File: src/rtl/tr_defuzzy_pkg.sv
// tr_defuzzy_pkg
//   Shared definitions for the iterative type-reduction / defuzzification
//   stage: FSM state encoding, accumulator width helpers and the default
//   centroid positions / zero-weight output.
package tr_defuzzy_pkg;

    typedef enum logic [1:0] {
        ST_IDLE,
        ST_ACC,
        ST_DIV,
        ST_DONE
    } state_t;

    // Numerator holds sum of N products of (W+1)-bit weight by W-bit position.
    function automatic int num_w(input int w, input int n);
        return 2 * w + 1 + $clog2(n);
    endfunction

    // Denominator holds sum of N (W+1)-bit weights.
    function automatic int den_w(input int w, input int n);
        return w + 1 + $clog2(n);
    endfunction

    // Set i sits at bits [i*8 +: 8]: set0=0, set1=128, set2=255.
    localparam logic [23:0] POS_DEFAULT      = {8'd255, 8'd128, 8'd0};
    localparam logic [7:0]  ZERO_OUT_DEFAULT = 8'd128;

endpackage

File: src/rtl/tr_defuzzy_iter_div.sv
// div_restoring_seq
//   Sequential restoring divider, one quotient bit per enabled cycle, MSB
//   first, QW cycles after start. The quotient is assumed to fit in QW bits;
//   if it does not, the result saturates to all-ones.
// Ports:
//   clk, rst   clock, synchronous active-high reset
//   i_en       clock enable; state only advances when high
//   i_start    load operands (sampled only when i_en)
//   i_num      dividend, NW bits
//   i_den      divisor, DW bits (non-zero)
//   o_busy     division in progress
//   o_done     high in the enabled cycle that produces the last bit
//   o_quot     quotient; valid while o_done is high
import tr_defuzzy_pkg::*;

module div_restoring_seq #(
    parameter int NW = 19,
    parameter int DW = 11,
    parameter int QW = 8
) (
    input  logic          clk,
    input  logic          rst,
    input  logic          i_en,
    input  logic          i_start,
    input  logic [NW-1:0] i_num,
    input  logic [DW-1:0] i_den,
    output logic          o_busy,
    output logic          o_done,
    output logic [QW-1:0] o_quot
);

    localparam int CW = $clog2(QW + 1);

    logic [DW-1:0] r_rem;
    logic [DW-1:0] r_den;
    logic [QW-1:0] r_nlo;
    logic [QW-1:0] r_q;
    logic [CW-1:0] r_cnt;
    logic          r_busy;
    logic          r_ovf;

    logic [DW:0]   w_trial;
    logic          w_ge;
    logic [DW-1:0] w_rem_next;
    logic          w_last;
    logic          w_ovf;

    // Only QW iterations are run: the partial remainder starts as the upper
    // NW-QW dividend bits, which is below the divisor whenever the quotient
    // fits in QW bits. Otherwise the result is forced to all-ones.
    assign w_ovf = (i_num >> QW) >= NW'(i_den);

    always_comb begin
        w_trial    = {r_rem, r_nlo[QW-1]};
        w_ge       = (w_trial >= {1'b0, r_den});
        w_rem_next = w_ge ? DW'(w_trial - {1'b0, r_den}) : DW'(w_trial);
        w_last     = r_busy && (r_cnt == CW'(QW - 1));
    end

    // Done and the final quotient are combinational so the caller can
    // capture them on the same edge as the last iteration.
    assign o_busy = r_busy;
    assign o_done = w_last && i_en;
    assign o_quot = r_ovf ? '1 : {r_q[QW-2:0], w_ge};

    always_ff @(posedge clk) begin
        if (rst) begin
            r_rem  <= '0;
            r_den  <= '0;
            r_nlo  <= '0;
            r_q    <= '0;
            r_cnt  <= '0;
            r_busy <= 1'b0;
            r_ovf  <= 1'b0;
        end else if (i_en) begin
            if (i_start) begin
                r_rem  <= DW'(i_num >> QW);
                r_nlo  <= i_num[QW-1:0];
                r_den  <= i_den;
                r_q    <= '0;
                r_cnt  <= '0;
                r_busy <= 1'b1;
                r_ovf  <= w_ovf;
            end else if (r_busy) begin
                r_rem <= w_rem_next;
                r_nlo <= {r_nlo[QW-2:0], 1'b0};
                r_q   <= {r_q[QW-2:0], w_ge};
                r_cnt <= r_cnt + 1'b1;
                if (w_last) begin
                    r_busy <= 1'b0;
                end
            end
        end
    end

endmodule

File: src/rtl/tr_defuzzy_iter.sv
// tr_defuzzy_iter
//   Iterative interval type-2 type reduction and centroid defuzzification.
//   Each set's weight is fou_up + fou_low; the crisp output is
//   floor(sum(w_i*POS_i) / sum(w_i)), or ZERO_OUT when the total weight is 0.
// Ports:
//   clk, rst            clock, synchronous active-high reset
//   EN_SCLK             clock enable for all state
//   in_valid/in_ready   input handshake (fou_up, fou_low captured on accept)
//   fou_up, fou_low     N packed W-bit firing strengths, set i at [i*W +: W]
//   saida               registered crisp output
//   out_valid/out_ready output handshake
//   div_zero            last result came from a zero denominator
import tr_defuzzy_pkg::*;

module tr_defuzzy_iter #(
    parameter int             W        = 8,
    parameter int             N        = 3,
    parameter logic [N*W-1:0] POS      = POS_DEFAULT,
    parameter logic [W-1:0]   ZERO_OUT = ZERO_OUT_DEFAULT
) (
    input  logic           clk,
    input  logic           rst,
    input  logic           EN_SCLK,
    input  logic           in_valid,
    output logic           in_ready,
    input  logic [N*W-1:0] fou_up,
    input  logic [N*W-1:0] fou_low,
    output logic [W-1:0]   saida,
    output logic           out_valid,
    input  logic           out_ready,
    output logic           div_zero
);

    localparam int NW = num_w(W, N);
    localparam int DW = den_w(W, N);
    localparam int IW = $clog2(N);

    state_t         r_state;
    state_t         w_state_next;

    logic [N*W-1:0] r_up;
    logic [N*W-1:0] r_low;
    logic [IW-1:0]  r_idx;
    logic [NW-1:0]  r_num;
    logic [DW-1:0]  r_den;
    logic [W-1:0]   r_saida;
    logic           r_div_zero;

    logic [W-1:0]   w_up_sel;
    logic [W-1:0]   w_low_sel;
    logic [W-1:0]   w_pos_sel;
    logic [W:0]     w_s;
    logic [2*W:0]   w_prod;
    logic [NW-1:0]  w_num_next;
    logic [DW-1:0]  w_den_next;
    logic           w_acc_last;
    logic           w_in_ready;
    logic           w_out_valid;
    logic           w_div_start;
    logic           w_div_busy;
    logic           w_div_done;
    logic [W-1:0]   w_quot;

    // One set per enabled ACC cycle
    always_comb begin
        w_up_sel   = r_up[r_idx*W +: W];
        w_low_sel  = r_low[r_idx*W +: W];
        w_pos_sel  = POS[r_idx*W +: W];
        w_s        = {1'b0, w_up_sel} + {1'b0, w_low_sel};
        w_prod     = (2*W+1)'(w_s) * (2*W+1)'(w_pos_sel);
        w_num_next = r_num + NW'(w_prod);
        w_den_next = r_den + DW'(w_s);
        w_acc_last = (r_idx == IW'(N - 1));
    end

    always_comb begin
        w_state_next = r_state;
        w_in_ready   = 1'b0;
        w_out_valid  = 1'b0;
        w_div_start  = 1'b0;
        unique case (r_state)
            ST_IDLE: begin
                w_in_ready = 1'b1;
                if (in_valid && EN_SCLK) begin
                    w_state_next = ST_ACC;
                end
            end
            ST_ACC: begin
                if (EN_SCLK && w_acc_last) begin
                    if (w_den_next != '0) begin
                        // Divider loads the final sums on the same edge.
                        w_div_start  = 1'b1;
                        w_state_next = ST_DIV;
                    end else begin
                        w_state_next = ST_DONE;
                    end
                end
            end
            ST_DIV: begin
                if (w_div_done) begin
                    w_state_next = ST_DONE;
                end else if (!w_div_busy) begin
                    // Divider idle while in DIV cannot happen in normal flow;
                    // recover rather than hang.
                    w_state_next = ST_IDLE;
                end
            end
            ST_DONE: begin
                w_out_valid = 1'b1;
                if (out_ready && EN_SCLK) begin
                    w_state_next = ST_IDLE;
                end
            end
            default: w_state_next = ST_IDLE;
        endcase
    end

    always_ff @(posedge clk) begin
        if (rst) begin
            r_state <= ST_IDLE;
        end else if (EN_SCLK) begin
            r_state <= w_state_next;
        end
    end

    always_ff @(posedge clk) begin
        if (rst) begin
            r_up       <= '0;
            r_low      <= '0;
            r_idx      <= '0;
            r_num      <= '0;
            r_den      <= '0;
            r_saida    <= '0;
            r_div_zero <= 1'b0;
        end else if (EN_SCLK) begin
            unique case (r_state)
                ST_IDLE: begin
                    if (in_valid) begin
                        r_up  <= fou_up;
                        r_low <= fou_low;
                        r_num <= '0;
                        r_den <= '0;
                        r_idx <= '0;
                    end
                end
                ST_ACC: begin
                    r_num <= w_num_next;
                    r_den <= w_den_next;
                    r_idx <= w_acc_last ? '0 : r_idx + 1'b1;
                    if (w_acc_last && (w_den_next == '0)) begin
                        r_saida    <= ZERO_OUT;
                        r_div_zero <= 1'b1;
                    end
                end
                ST_DIV: begin
                    if (w_div_done) begin
                        r_saida    <= w_quot;
                        r_div_zero <= 1'b0;
                    end
                end
                default: ;
            endcase
        end
    end

    div_restoring_seq #(
        .NW(NW),
        .DW(DW),
        .QW(W)
    ) u_div (
        .clk     (clk),
        .rst     (rst),
        .i_en    (EN_SCLK),
        .i_start (w_div_start),
        .i_num   (w_num_next),
        .i_den   (w_den_next),
        .o_busy  (w_div_busy),
        .o_done  (w_div_done),
        .o_quot  (w_quot)
    );

    assign in_ready  = w_in_ready;
    assign out_valid = w_out_valid;
    assign saida     = r_saida;
    assign div_zero  = r_div_zero;

endmodule
File: config.mk
export PLATFORM = sky130hd
export DESIGN_NAME = tr_defuzzy_iter
export DESIGN_NICKNAME = d
export VERILOG_FILES = /design/src/rtl/tr_defuzzy_pkg.sv /design/src/rtl/tr_defuzzy_iter_div.sv /design/src/rtl/tr_defuzzy_iter.sv
export SDC_FILE = /design/constraint.sdc
export NUM_CORES = 1
export LEC_CHECK = 0
export BUFFER_PORTS_ARGS = -buffer_cell sky130_fd_sc_hd__buf_2
export CORE_UTILIZATION = 42
export DETAILED_ROUTE_END_ITERATION = 8
export PLACE_DENSITY = 0.57
export SETUP_SLACK_MARGIN = 0.02
export SLEW_MARGIN = 20
export SYNTH_ARGS = -nofsm -noshare
export SYNTH_HDL_FRONTEND = slang
export SYNTH_SLANG_ARGS = --single-unit
File: constraint.sdc
create_clock -name clk -period 9 [get_ports clk]
set_input_delay 0.45 -clock clk [delete_from_list [all_inputs] [get_ports clk]]
set_output_delay 0.45 -clock clk [all_outputs]
set_load 0.005 [all_outputs]
# Word level (Yosys, flattened, before mapping)
# Index checks and enable logic that the tools add are counted.
classes:
  n_addsub: 6
  mul: 1
  n_lt_le_gt_ge: 2
  n_eq_ne: 12
  shift: 3
  muxes: 38
  reduce_logical: 18
op_table:
  columns: ["op", "n"]
  rows:
  - ["24-bit by 6-bit variable part select with 8-bit output", 2]
  - ["11-bit two-way mux", 4]
  - ["8-bit two-way mux", 5]
  - ["19-bit one-hot mux with 2 select lines", 1]
  - ["24-bit by 6-bit variable part select with 8-bit output (first input constant)", 1]
  - ["11-bit one-hot mux with 2 select lines", 1]
  - ["19-bit by 17-bit adder with 19-bit output", 1]
  - ["19-bit two-way mux", 1]
  - ["9-bit by 8-bit multiplier with 17-bit output", 1]
  - ["8-bit one-hot mux with 2 select lines", 1]
  - ["2-bit two-way mux", 7]
  - ["7-bit two-way mux", 2]
  - ["12-bit by 11-bit greater-or-equal comparator with 1-bit output", 1]
  - ["11-bit by 9-bit adder with 11-bit output", 1]
  - ["11-bit greater-or-equal comparator", 1]
  - ["11-bit logical NOT", 1]
  - ["1-bit two-way mux", 11]
  - ["11-bit nonzero test", 1]
  - ["11-bit subtractor", 1]
  - ["2-bit != test (second input constant)", 5]
  - ["8-bit by 8-bit adder with 9-bit output", 1]
  - ["4-bit two-way mux", 2]
  - ["2-bit one-hot mux with 4 select lines", 1]
  - ["2-bit equality test (second input constant)", 3]
  - ["other kinds (15)", 24]
word_totals:
  regBits: 134
  input_bits: 53
  output_inout_bits: 11

# Depth between registers and ports, before layout
# Gate-level depths: netlist (run 1).
logic_depth:
  word_depth: 9
  depth_mapped: 36
  depth_no_buf: 35

# Hierarchy
# Synthesis (run 1) repeated with hierarchy kept, for this count alone.
unflattened:
  cells_unflattened: 1184
  hier_area_um2: 9729.3
modules_own_cells:
  columns: ["mod", "n_inst", "cells_per_inst", "area_per_inst_um2"]
  rows:
  - ["tr_defuzzy_iter", 1, 843, 6946.7]
  - ["div_restoring_seq", 1, 341, 2782.7]

# Least setup slack after synthesis (run 1)
# No wires, ideal clock.
synth_timing:
  kind: "reg2reg"
  from: "register r_idx[0]"
  to: "register u_div.r_ovf"
  setup_time_ns: 0.122
  t_arrival_ns: 7.760
  t_required_ns: 8.878
  path_slack_ns: 1.119
  stages_incl_launch_ff: 34
  period_less_slack_ns: 7.881
  path_cell_list: "dfxtp_1 clkbuf_1 buf_1 clkbuf_1 o22ai_1 ha_1 fa_1 a21o_1 a21o_1 a21o_1 a211o_1 a211o_1 and3_1 ha_1 a31o_2 fa_1 fa_1 inv_1 fa_1 inv_1 ha_1 a21oi_1 o21ai_0 a31o_2 a21oi_1 xnor2_1 ha_1 a21o_1 a21oi_1 o21ai_0 a41oi_1 a21oi_1 o21ai_0 mux2i_1"
synth_via:
  elab_chain_len: 8
  word_cells_on_any_way: 15
  cone_classes: "add/sub: 3; mul: 1; order compare: 1; eq/ne: 1; shift: 3; mux: 3; reduce/logical: 3"
synth_lines:
  columns: ["element", "line_no", "rtl"]
  rows:
  - ["start, declared", "tr_defuzzy_iter.sv:43", "logic [IW-1:0] r_idx;"]
  - ["start signal, assigned", "tr_defuzzy_iter.sv:149", "r_idx <= w_acc_last ? '0 : r_idx + 1'b1;"]
  - ["parallel branches: the longest is 8 deep, another holds 19-bit by 17-bit adder with 19-bit output", null, null]
  - ["end signal, assigned", "tr_defuzzy_iter_div.sv:83", "r_ovf <= w_ovf;"]
  - ["end, declared", "tr_defuzzy_iter_div.sv:40", "logic r_ovf;"]
# Parallel ways; which one is timed is not known.
# A chain may end at the register's enable or synchronous reset.

# Worst setup path in the final report (run 1)
# Same ends and word-level chain as after synthesis.

==> run metrics, run 1 <==
fin crit share=about nine tenths; FP Rows=55; clock latency on the worst-skew pair=between 0.4 and 0.5 ns; 1st-iter DRT viols=~570; Diodes inserted=0; post-CTS resize count=0; RSZ-0062 raised after global routing=no; Antenna Nets Post-Route=0; outcome=complete, no violations; width of the die=roughly 160 um; Reg clk slew, reported paths=0.07 ns; fmax=121 MHz; # DRC=0; # setup viols final=0; Setup Total Neg Slack=0 ns; Layout area overhead=11.9%; Mapped Nets=1413; routed via count=between 8k and 9k; hold-fix buffers at CTS=0; GP Congestion=around 0.85; CP Data Required Time=9.30 ns; core area=between 0.02 and 0.025 sq mm; depth of the CTS H-tree=4; Inserted Clock Buffers=17; power per cell area=136 mW/mm^2; vias in the first global route=roughly 8.3k; sequential fraction of the synthesis area=approximately 27%; share of cells above drive strength 1=between 10% and 20%; clock tree from TritonCTS=yes; fillers=between 2k and 2.5k; worst-margin pin slew=between 1 and 1.5 ns; top-level I/O count=64; port buffer count=between 60 and 70; Final Net Count=between 1k and 1.5k; GRT Residual Overflow=0; Detail Placement HPWL=a little under 20 mm; fin util=between 40% and 50%; library cells used by synthesis=between 70 and 80; setup repair bufs after CTS=0; Max-Slew Margin vs Limit=32.6%; Mapped Cells=roughly 1.2k; Setup crit end kind=flop; HP Class=in -> reg; per-cell routed wire length=16.3 um; Setup Skew=between 0.01 and 0.015 ns; Yosys warnings=0; Starting Density=a little over two fifths; CTS Sinks=134; post-layout min period=8.27 ns; crit path DAT=between 8 and 9 ns; Worst VDD drop=about 130 uV; Synth Register Bits=about 130; final wirelength=~26 mm; number of synthesized flops with an enable pin=0; fraction of registers with async set/reset=0%; mean area per synthesized cell=~8 sq um; CP max stage cell=dfxtp_1; CP startpoint kind=flop; antenna violations before repair=1; Die Height=156 um; largest net degree at the start of global routing=77; CP delay by family, top=adder cells; CTS Root Cell=clkbuf_16; Slew Limit Fails=0; GRT Total Usage=~22%; DR pass1 iterations=5; ys flop type=dfxtp_1; Mapped Area=0.00994 sq mm; Static Leak=4.99 nW; crit-path max FO=16; slowest cell delay on critical path=roughly 0.79 ns; via/cell ratio=roughly 5.4; clock buffer depth=2; Hold Vio Cnt, Final=0; DIE AREA=approximately 0.024 sq mm; maxcap violations=0; critical path type=reg -> reg; WP buf/inv=3; first-pass GRT wire length=~43 mm
-- final timing paths --
path | slack [ns] | cells past startpoint | startpoint | endpoint
min | 0.24 | 3 | fou_low[13] | r_low[13]
max | 0.73 | 32 | r_idx[0] | u_div.r_ovf
max reg2reg | 0.73 | 32 | r_idx[0] | u_div.r_ovf
min reg2reg | 0.46 | 2 | r_up[3] | r_up[3]
-- per-layer routing --
layer,vias to the layer above,track usage [%],routed length [um],share of wire [%]
li1,4306,-,-,-
met1,3986,31.5,12900,50
met2,174,35.5,11600,45
met3,28,2.28,947,3.7
met4,0,6.82,359,1.4
met5,-,0,0,0
-- cell usage after synthesis, drive strengths merged, types with 3 or more instances --
cell type	n	area [sq um]
fa	44	881
a211oi	27	203
o22ai	10	62.6
a211o	4	35.0
o21bai	4	30.0
nor2	73	274
a21boi	4	30.0
a21oi	80	400
xnor2	20	175
a21o	18	136
nor2b	4	25.0
mux2i	44	440
clkbuf	54	203
inv	125	469
or2	3	18.8
nand3	21	105
buf	10	55.1
ha	92	1150
a31oi	4	25.0
dfxtp	134	2680
a311o	3	30.0
nor3	26	141
o31ai	6	45.0
maj3	3	30.0
a31o	6	52.6
a2111oi	4	41.3
a22oi	24	180
o211ai	9	67.6
o31a	3	26.3
nand2	191	717
and2	19	119
o21ai	62	322
o21a	10	75.1
a311oi	4	35.0
o2111ai	7	61.3
nand2b	6	37.5
or3	6	37.5
and3	9	56.3
nand4	4	25.0
xor2	18	158
o311a	4	40.0
-- logic make-up after synthesis --
| family | synth area share (%) |
|---|---|
| xor+xnor | 3.58 |
| mux | 4.66 |
| buf+inv | 7.31 |
| flops | 27.0 |
| simple gates | 16.3 |
| fa+ha+maj | 20.7 |
| compound gates | 20.4 |
-- final cells by class --
cell class                 instances  area (sq um)  area share, %
clock buffer                      17           425           3.82
clock inverter                    15           158           1.42
tap                              313           392           3.52
multi-input combinational        901          6550           58.8
inverter                         125           469           4.22
timing repair buffer              79           450           4.05
sequential                       134          2680           24.1
-- placed cells by master, fill, tap and decap left out, types with 20 or more instances in the layout --
master / count
o21ai_0: 56
xnor2_1: 20
mux2i_1: 44
inv_1: 124
fa_1: 44
dfxtp_1: 134
ha_1: 92
nor3_1: 25
a211oi_1: 27
a21oi_1: 79
nand2_1: 191
nor2_1: 73
nand3_1: 21
a22oi_1: 24
buf_2: 62
-- through the flow --
step | hold slack [ns] | power [mW] | instance area (sq um) | cells | setup slack, ns
finish | 0.241 | 1.51 | 11100 | 1584 | 0.731
global route | 0.252 | 1.57 | 11100 | 1584 | 0.109
CTS | 0.232 | 1.52 | 11100 | 1584 | 0.742
detailed placement | 0.448 | 0.815 | 10500 | 1552 | 0.778
global placement | 0.443 | 0.814 | 10500 | 1552 | 1.00
floorplan | 0.435 | 0.750 | 9940 | 1224 | 1.12
-- power by group --
part | internal, mW | leakage (nW) | switching, mW
clock network | 0.372 | 0.290 | 0.334
registers | 0.605 | 1.08 | 0.0100
logic | 0.0648 | 3.61 | 0.123
-- tightest hold or removal path, stage by stage --
cell and delay [ns]:
buf_2 0.09, nand2_1 0.04, a21oi_1 0.05
-- state kept, by name (all words and copies together), names as in the netlist --
register	flops
r_den	11
r_idx	2
u_div.r_den	11
u_div.r_ovf	1
u_div.r_rem	11
div_zero	1
r_state	2
u_div.r_nlo	8
u_div.o_busy	1
r_up	24
r_num	19
u_div.r_q	7
saida	8
u_div.r_cnt	4
r_low	24
Note: power is estimated with default switching activity, not from simulation.
==> run 2, diff against run 1 <==
- CORE_MARGIN: default -> 2
==> run 2 against run 1 <==
  * Via count increased by 0.58%
  * Cell area about the same
  * Combinational power about the same
  * Clock skew increased by 0.0051 ns
  * Largest cell class unchanged
==> run metrics, run 2 (synthesis results as in run 1) <==
outcome=complete, no violations; Setup crit start=r_idx[0]; slowest cell delay on critical path=0.53 ns (-0.26 ns); FP Rows=56 (+1.8%); largest net degree at the start of global routing=63 (-18%); DR pass1 iterations=5 (unchanged); first-pass GRT wire length=42.8 mm (+0.37%); DP Cell Count=1559 (+0.45%); fin crit share=91.7% (-0.15 points); width of the die=158 um (+1.3%); RR Startpoint=r_idx[0]; core area=0.0233 sq mm (+1.8%); Setup Total Neg Slack=0 ns (unchanged); CP delay by family, top=adder cells; 1st-iter DRT viols=397 (-30%); CTS Root Cell=clkbuf_16; per-cell routed wire length=16.5 um (+1.5%); crit path DAT=8.55 ns (-0.02 ns); setup repair bufs after CTS=0 (unchanged); Diodes inserted=0 (unchanged); antenna violations before repair=0 (-1); Starting Density=42.6% (-0.77 points); CP max stage cell=fa_1; Final Net Count=1448 (+0.069%); Top Registers=r_low (24), r_up (24), r_num (19); Antenna Nets Post-Route=0 (unchanged); # DRC=0 (unchanged); Detail Placement HPWL=19.4 mm (+0.85%); clock latency on the worst-skew pair=0.43 ns (about the same); Crit. path cell count=33 (+3.1%); GRT Total Usage=21.7% (-0.61 points); GP Congestion=0.903 (+6.7%); Die Height=158 um (+1.3%); Inserted Clock Buffers=17 (unchanged); post-layout min period=8.26 ns (-0.0139 ns); commonest cells after routing, fill and taps aside=191 x nand2_1, 134 x dfxtp_1, 124 x inv_1; CTS Sinks=134 (unchanged); Worst VDD drop=115 uV (-8.2%); crit-path max FO=26 (+10); Max-Slew Margin vs Limit=34.9% (+2.3 points); routed via count=8543 (+0.58%); clock tree from TritonCTS=yes; Finished Layout Cells=1591 (+0.44%); GRT Residual Overflow=0 (unchanged); Layout area overhead=12.0% (about the same); Hold Vio Cnt, Final=0 (unchanged); Worst R2R Setup Slack=0.74 ns (about the same); Slew Limit Fails=0 (unchanged); depth of the CTS H-tree=4 (unchanged); DIE AREA=0.0249 sq mm (+2.6%); Setup crit end=u_div.r_ovf; power per cell area=136 mW/mm^2 (about the same); RSZ-0062 raised after global routing=no; post-CTS resize count=0 (unchanged); WP buf/inv=3 (unchanged); share of cells above drive strength 1=10.3% (+0.071 points); leading cell type in the layout, fill and taps excluded=nand2_1; Static Leak=4.98 nW (about the same); port buffer count=63 (unchanged); critical path type=reg -> reg; Setup crit end kind=flop; top-level I/O count=64 (unchanged); via/cell ratio=5.37 (+0.13%); worst-margin pin slew=0.973 ns (-0.0350 ns); maxcap violations=0 (unchanged); R2R depth=33 (+3.1%); fmax=121 MHz (+0.17%); Reg clk slew, reported paths=0.07 ns (about the same); CP Data Required Time=9.29 ns (about the same); final wirelength=26.3 mm (+2.0%); CP startpoint kind=flop; HP Class=in -> reg; clock buffer depth=2 (unchanged); # setup viols final=0 (unchanged); Setup Skew=0.0169 ns (+0.00515 ns); hold-fix buffers at CTS=0 (unchanged); final total power=1.51 mW (+0.12%); vias in the first global route=8216 (-1.6%); reg2reg end=u_div.r_ovf
-- run 2: tightest hold or removal path, cell delays in order --
cell and delay, ns:
buf_2 0.09, nand2_1 0.04, a21oi_1 0.05
-- run 2: stage by stage --
| stage | hold slack [ns] | cell area (sq um) | utilization [%] | setup WS [ns] |
|---|---|---|---|---|
| final | 0.247 | 11100 | 47.7 | 0.745 |
| after global routing | 0.251 | 11100 | 47.7 | 0.205 |
| after CTS | 0.244 | 11100 | 47.7 | 0.767 |
| after detailed placement | 0.448 | 10500 | 45.2 | 0.889 |
| after global placement | 0.443 | 10500 | 45.2 | 1.09 |
| after floorplan | 0.435 | 9940 | - | 1.12 |
-- run 2: per-layer routing --
layer  global-route usage, %  up-vias  part of all wire, %
met4                    6.71        0                  2.2
met5                       0        -                    0
li1                        -     4307                    -
met2                    34.5      163                   45
met1                    30.7     4038                   49
met3                    2.44       35                  3.3
-- run 2: worst min path at each step --
| stage | from | endpoint | depth (start not counted) |
|---|---|---|---|
| floorplan | u_div.r_den[3] | u_div.r_den[3] | 2 |
| global placement | r_low[15] | r_low[15] | 2 |
| detailed placement | r_up[15] | r_up[15] | 2 |
| CTS | fou_low[1] | r_low[1] | 3 |
| global route | fou_low[1] | r_low[1] | 3 |
| finish | fou_low[8] | r_low[8] | 3 |
-- run 2: power by group --
part           internal [mW]  switching, mW  leakage [nW]
registers              0.605        0.00842          1.08
clock network          0.372          0.338         0.286
logic                 0.0640          0.124          3.61
total                   1.04          0.470          4.98
-- run 2: layout make-up --
cell class,instances,area [sq um]
Sequential cell,134,2680
Tap cell,319,399
Fill cell,2319,12200
Multi-Input combinational cell,901,6550
Clock inverter,15,164
Inverter,125,469
Timing Repair Buffer,80,445
Clock buffer,17,425
==> run 3, diff against run 2 <==
- CTS_BUF_LIST: default -> sky130_fd_sc_hd__clkbuf_2 sky130_fd_sc_hd__clkbuf_4 sky130_fd_sc_hd__clkbuf_8
==> run 3 against run 2 <==
  * Sequential share of layout area rose by 0.42 points
  * Combinational power barely moved
  * Cell area fell by 1.7%
  * Utilization fell by 0.82 points
  * Largest cell class unchanged
  * Worst hold slack got worse by 0.037 ns
  * Register-to-register slack improved by 0.09 ns
  * Non-clock buffer count did not move
  * Clock skew rose by 0.0020 ns
  * Via count fell by 0.12%
  * Clock power fell by 26%
  * Sequential power barely moved
==> run metrics, run 3 (synthesis results as in run 1) <==
crit-path max FO=26 (unchanged); core area=0.0233 sq mm (unchanged); outcome=complete, no violations; CTS Sinks=134 (unchanged); RSZ-0062 raised after global routing=no; Antenna Nets Post-Route=0 (unchanged); Inserted Clock Buffers=17 (unchanged); Top Registers=r_low (24), r_up (24), r_num (19); CP max stage cell=fa_1; HP Class=in -> reg; post-layout min period=8.17 ns (-0.0878 ns); largest net degree at the start of global routing=63 (unchanged); leading cell type in the layout, fill and taps excluded=nand2_1; Static Leak=4.90 nW (-1.8%); worst slack at placement=0.889 ns (unchanged); Worst VDD drop=84.0 uV (-27%); Max-Slew Margin vs Limit=34.2% (-0.68 points); share of cells above drive strength 1=10.3% (unchanged); Setup crit end kind=flop; Detail Placement HPWL=19.4 mm (unchanged); fmax=122 MHz (+1.1%); final total power=1.32 mW (-12%); Setup Skew=0.0189 ns (+0.00202 ns); critical path type=reg -> reg; maxcap violations=0 (unchanged); fin crit share=90.8% (-0.98 points); Final Net Count=1448 (unchanged); min setup slack post-route=0.832 ns (+0.0878 ns); fin util=46.9% (-0.82 points); clock share of power=39.5% (-7.5 points); DIE AREA=0.0249 sq mm (unchanged); Hold Vio Cnt, Final=0 (unchanged); crit path DAT=8.50 ns (-0.05 ns); CP delay by family, top=adder cells; Slew Limit Fails=0 (unchanged); per-cell routed wire length=16.5 um (about the same); depth of the CTS H-tree=4 (unchanged); final wirelength=26.3 mm (about the same); Internal Power=0.878 mW (-16%); # setup viols final=0 (unchanged); slowest cell delay on critical path=0.53 ns (about the same); FP Rows=56 (unchanged); Sequential Area=0.00268 sq mm (unchanged); post-CTS resize count=0 (unchanged); 1st-iter DRT viols=446 (+12%); Net Sw Frac=33.7% (+2.6 points); sw power=0.445 mW (-5.1%); top-level I/O count=64 (unchanged); clock buffer depth=2 (unchanged); Diodes inserted=0 (unchanged); setup repair bufs after CTS=0 (unchanged); vias in the first global route=8214 (-0.024%); width of the die=158 um (unchanged); Starting Density=42.6% (unchanged); port buffer count=63 (unchanged); fillers=2342 (+0.99%); sequential power share=46.3% (+5.7 points); power per cell area=121 mW/mm^2 (-11%); Setup Total Neg Slack=0 ns (unchanged); antenna violations before repair=0 (unchanged); CP Data Required Time=9.34 ns (+0.05 ns); Reg clk slew, reported paths=0.10 ns (+0.03 ns); GP Congestion=0.903 (unchanged); commonest cells after routing, fill and taps aside=191 x nand2_1, 134 x dfxtp_1, 124 x inv_1; DR pass1 iterations=5 (unchanged); first-pass GRT wire length=42.8 mm (about the same); # DRC=0 (unchanged); Comb power frac=14.1% (+1.7 points); via/cell ratio=5.36 (-0.12%); hold-fix buffers at CTS=0 (unchanged); routed via count=8533 (-0.12%); GRT Total Usage=21.7% (+0.032 points); area of the multi-input gates=0.00655 sq mm (unchanged); Layout area overhead=10.1%; worst-margin pin slew=0.983 ns (+0.0101 ns); Die Height=158 um (unchanged); WP buf/inv=3 (unchanged); GRT Residual Overflow=0 (unchanged); CP startpoint kind=flop; clock latency on the worst-skew pair=0.46 ns (+0.03 ns); CTS Root Cell=clkbuf_8; clock tree from TritonCTS=yes
[run 3: cell types whose count changed in the layout (fill, tap and decap cells not counted)]
cell and delta:
clkbuf_16 -17, clkbuf_8 +17
[run 3: layer usage]
layer  wire length, um  share of wire (%)  global-route usage (%)
met5                 0                  0                       0
met4               545                2.1                    6.45
met3               855                3.3                    2.98
met2             12000                 46                    34.7
met1             12900                 49                    30.4
[run 3: power groups by stage]
| stage | registers, mW | logic, mW | clock network (mW) |
|---|---|---|---|
| floorplan | 0.623 | 0.127 | 0 |
| global placement | 0.627 | 0.185 | 0 |
| detailed placement | 0.627 | 0.186 | 0 |
| CTS | 0.613 | 0.187 | 0.532 |
| global route | 0.615 | 0.207 | 0.559 |
| finish | 0.613 | 0.187 | 0.523 |
[run 3: final cells by class]
class | instances | area share, %
inverters | 125 | 4.29
clock inverters | 15 | 1.50
multi-input cells | 901 | 59.8
repair buffers | 80 | 4.07
clock buffers | 17 | 2.14
well taps | 319 | 3.65
flip-flops and latches | 134 | 24.5
[run 3: worst register-to-register path: cells and delay by family (launching register included)]
kind	cells	cell delay [ns]
adders and majority gates	8	3.21
AOI/OAI and AO/OA	15	2.87
and+or+nand+nor	5	0.79
buffers and inverters	3	0.47
DFF	1	0.38
xor gates and xnor gates	1	0.27
muxes	1	0.11
[run 3: path summary, 6_finish.rpt]
kind | start | slack, ns | cells past startpoint | to
setup / recovery | r_idx[0] | 0.83 | 33 | u_div.r_ovf
hold / removal | fou_low[19] | 0.21 | 3 | r_low[19]
setup reg to reg | r_idx[0] | 0.83 | 33 | u_div.r_ovf
hold reg to reg | r_up[14] | 0.46 | 2 | r_up[14]
[run 3: per-stage QoR]
stage,hold WS (ns),cell area (sq um),std cells
6_report,0.210,10900,1591
5_1_grt,0.188,10900,1591
4_1_cts,0.189,10900,1591
3_5_place_dp,0.448,10500,1559
3_3_place_gp,0.443,10500,1559
2_1_floorplan,0.435,9940,1224
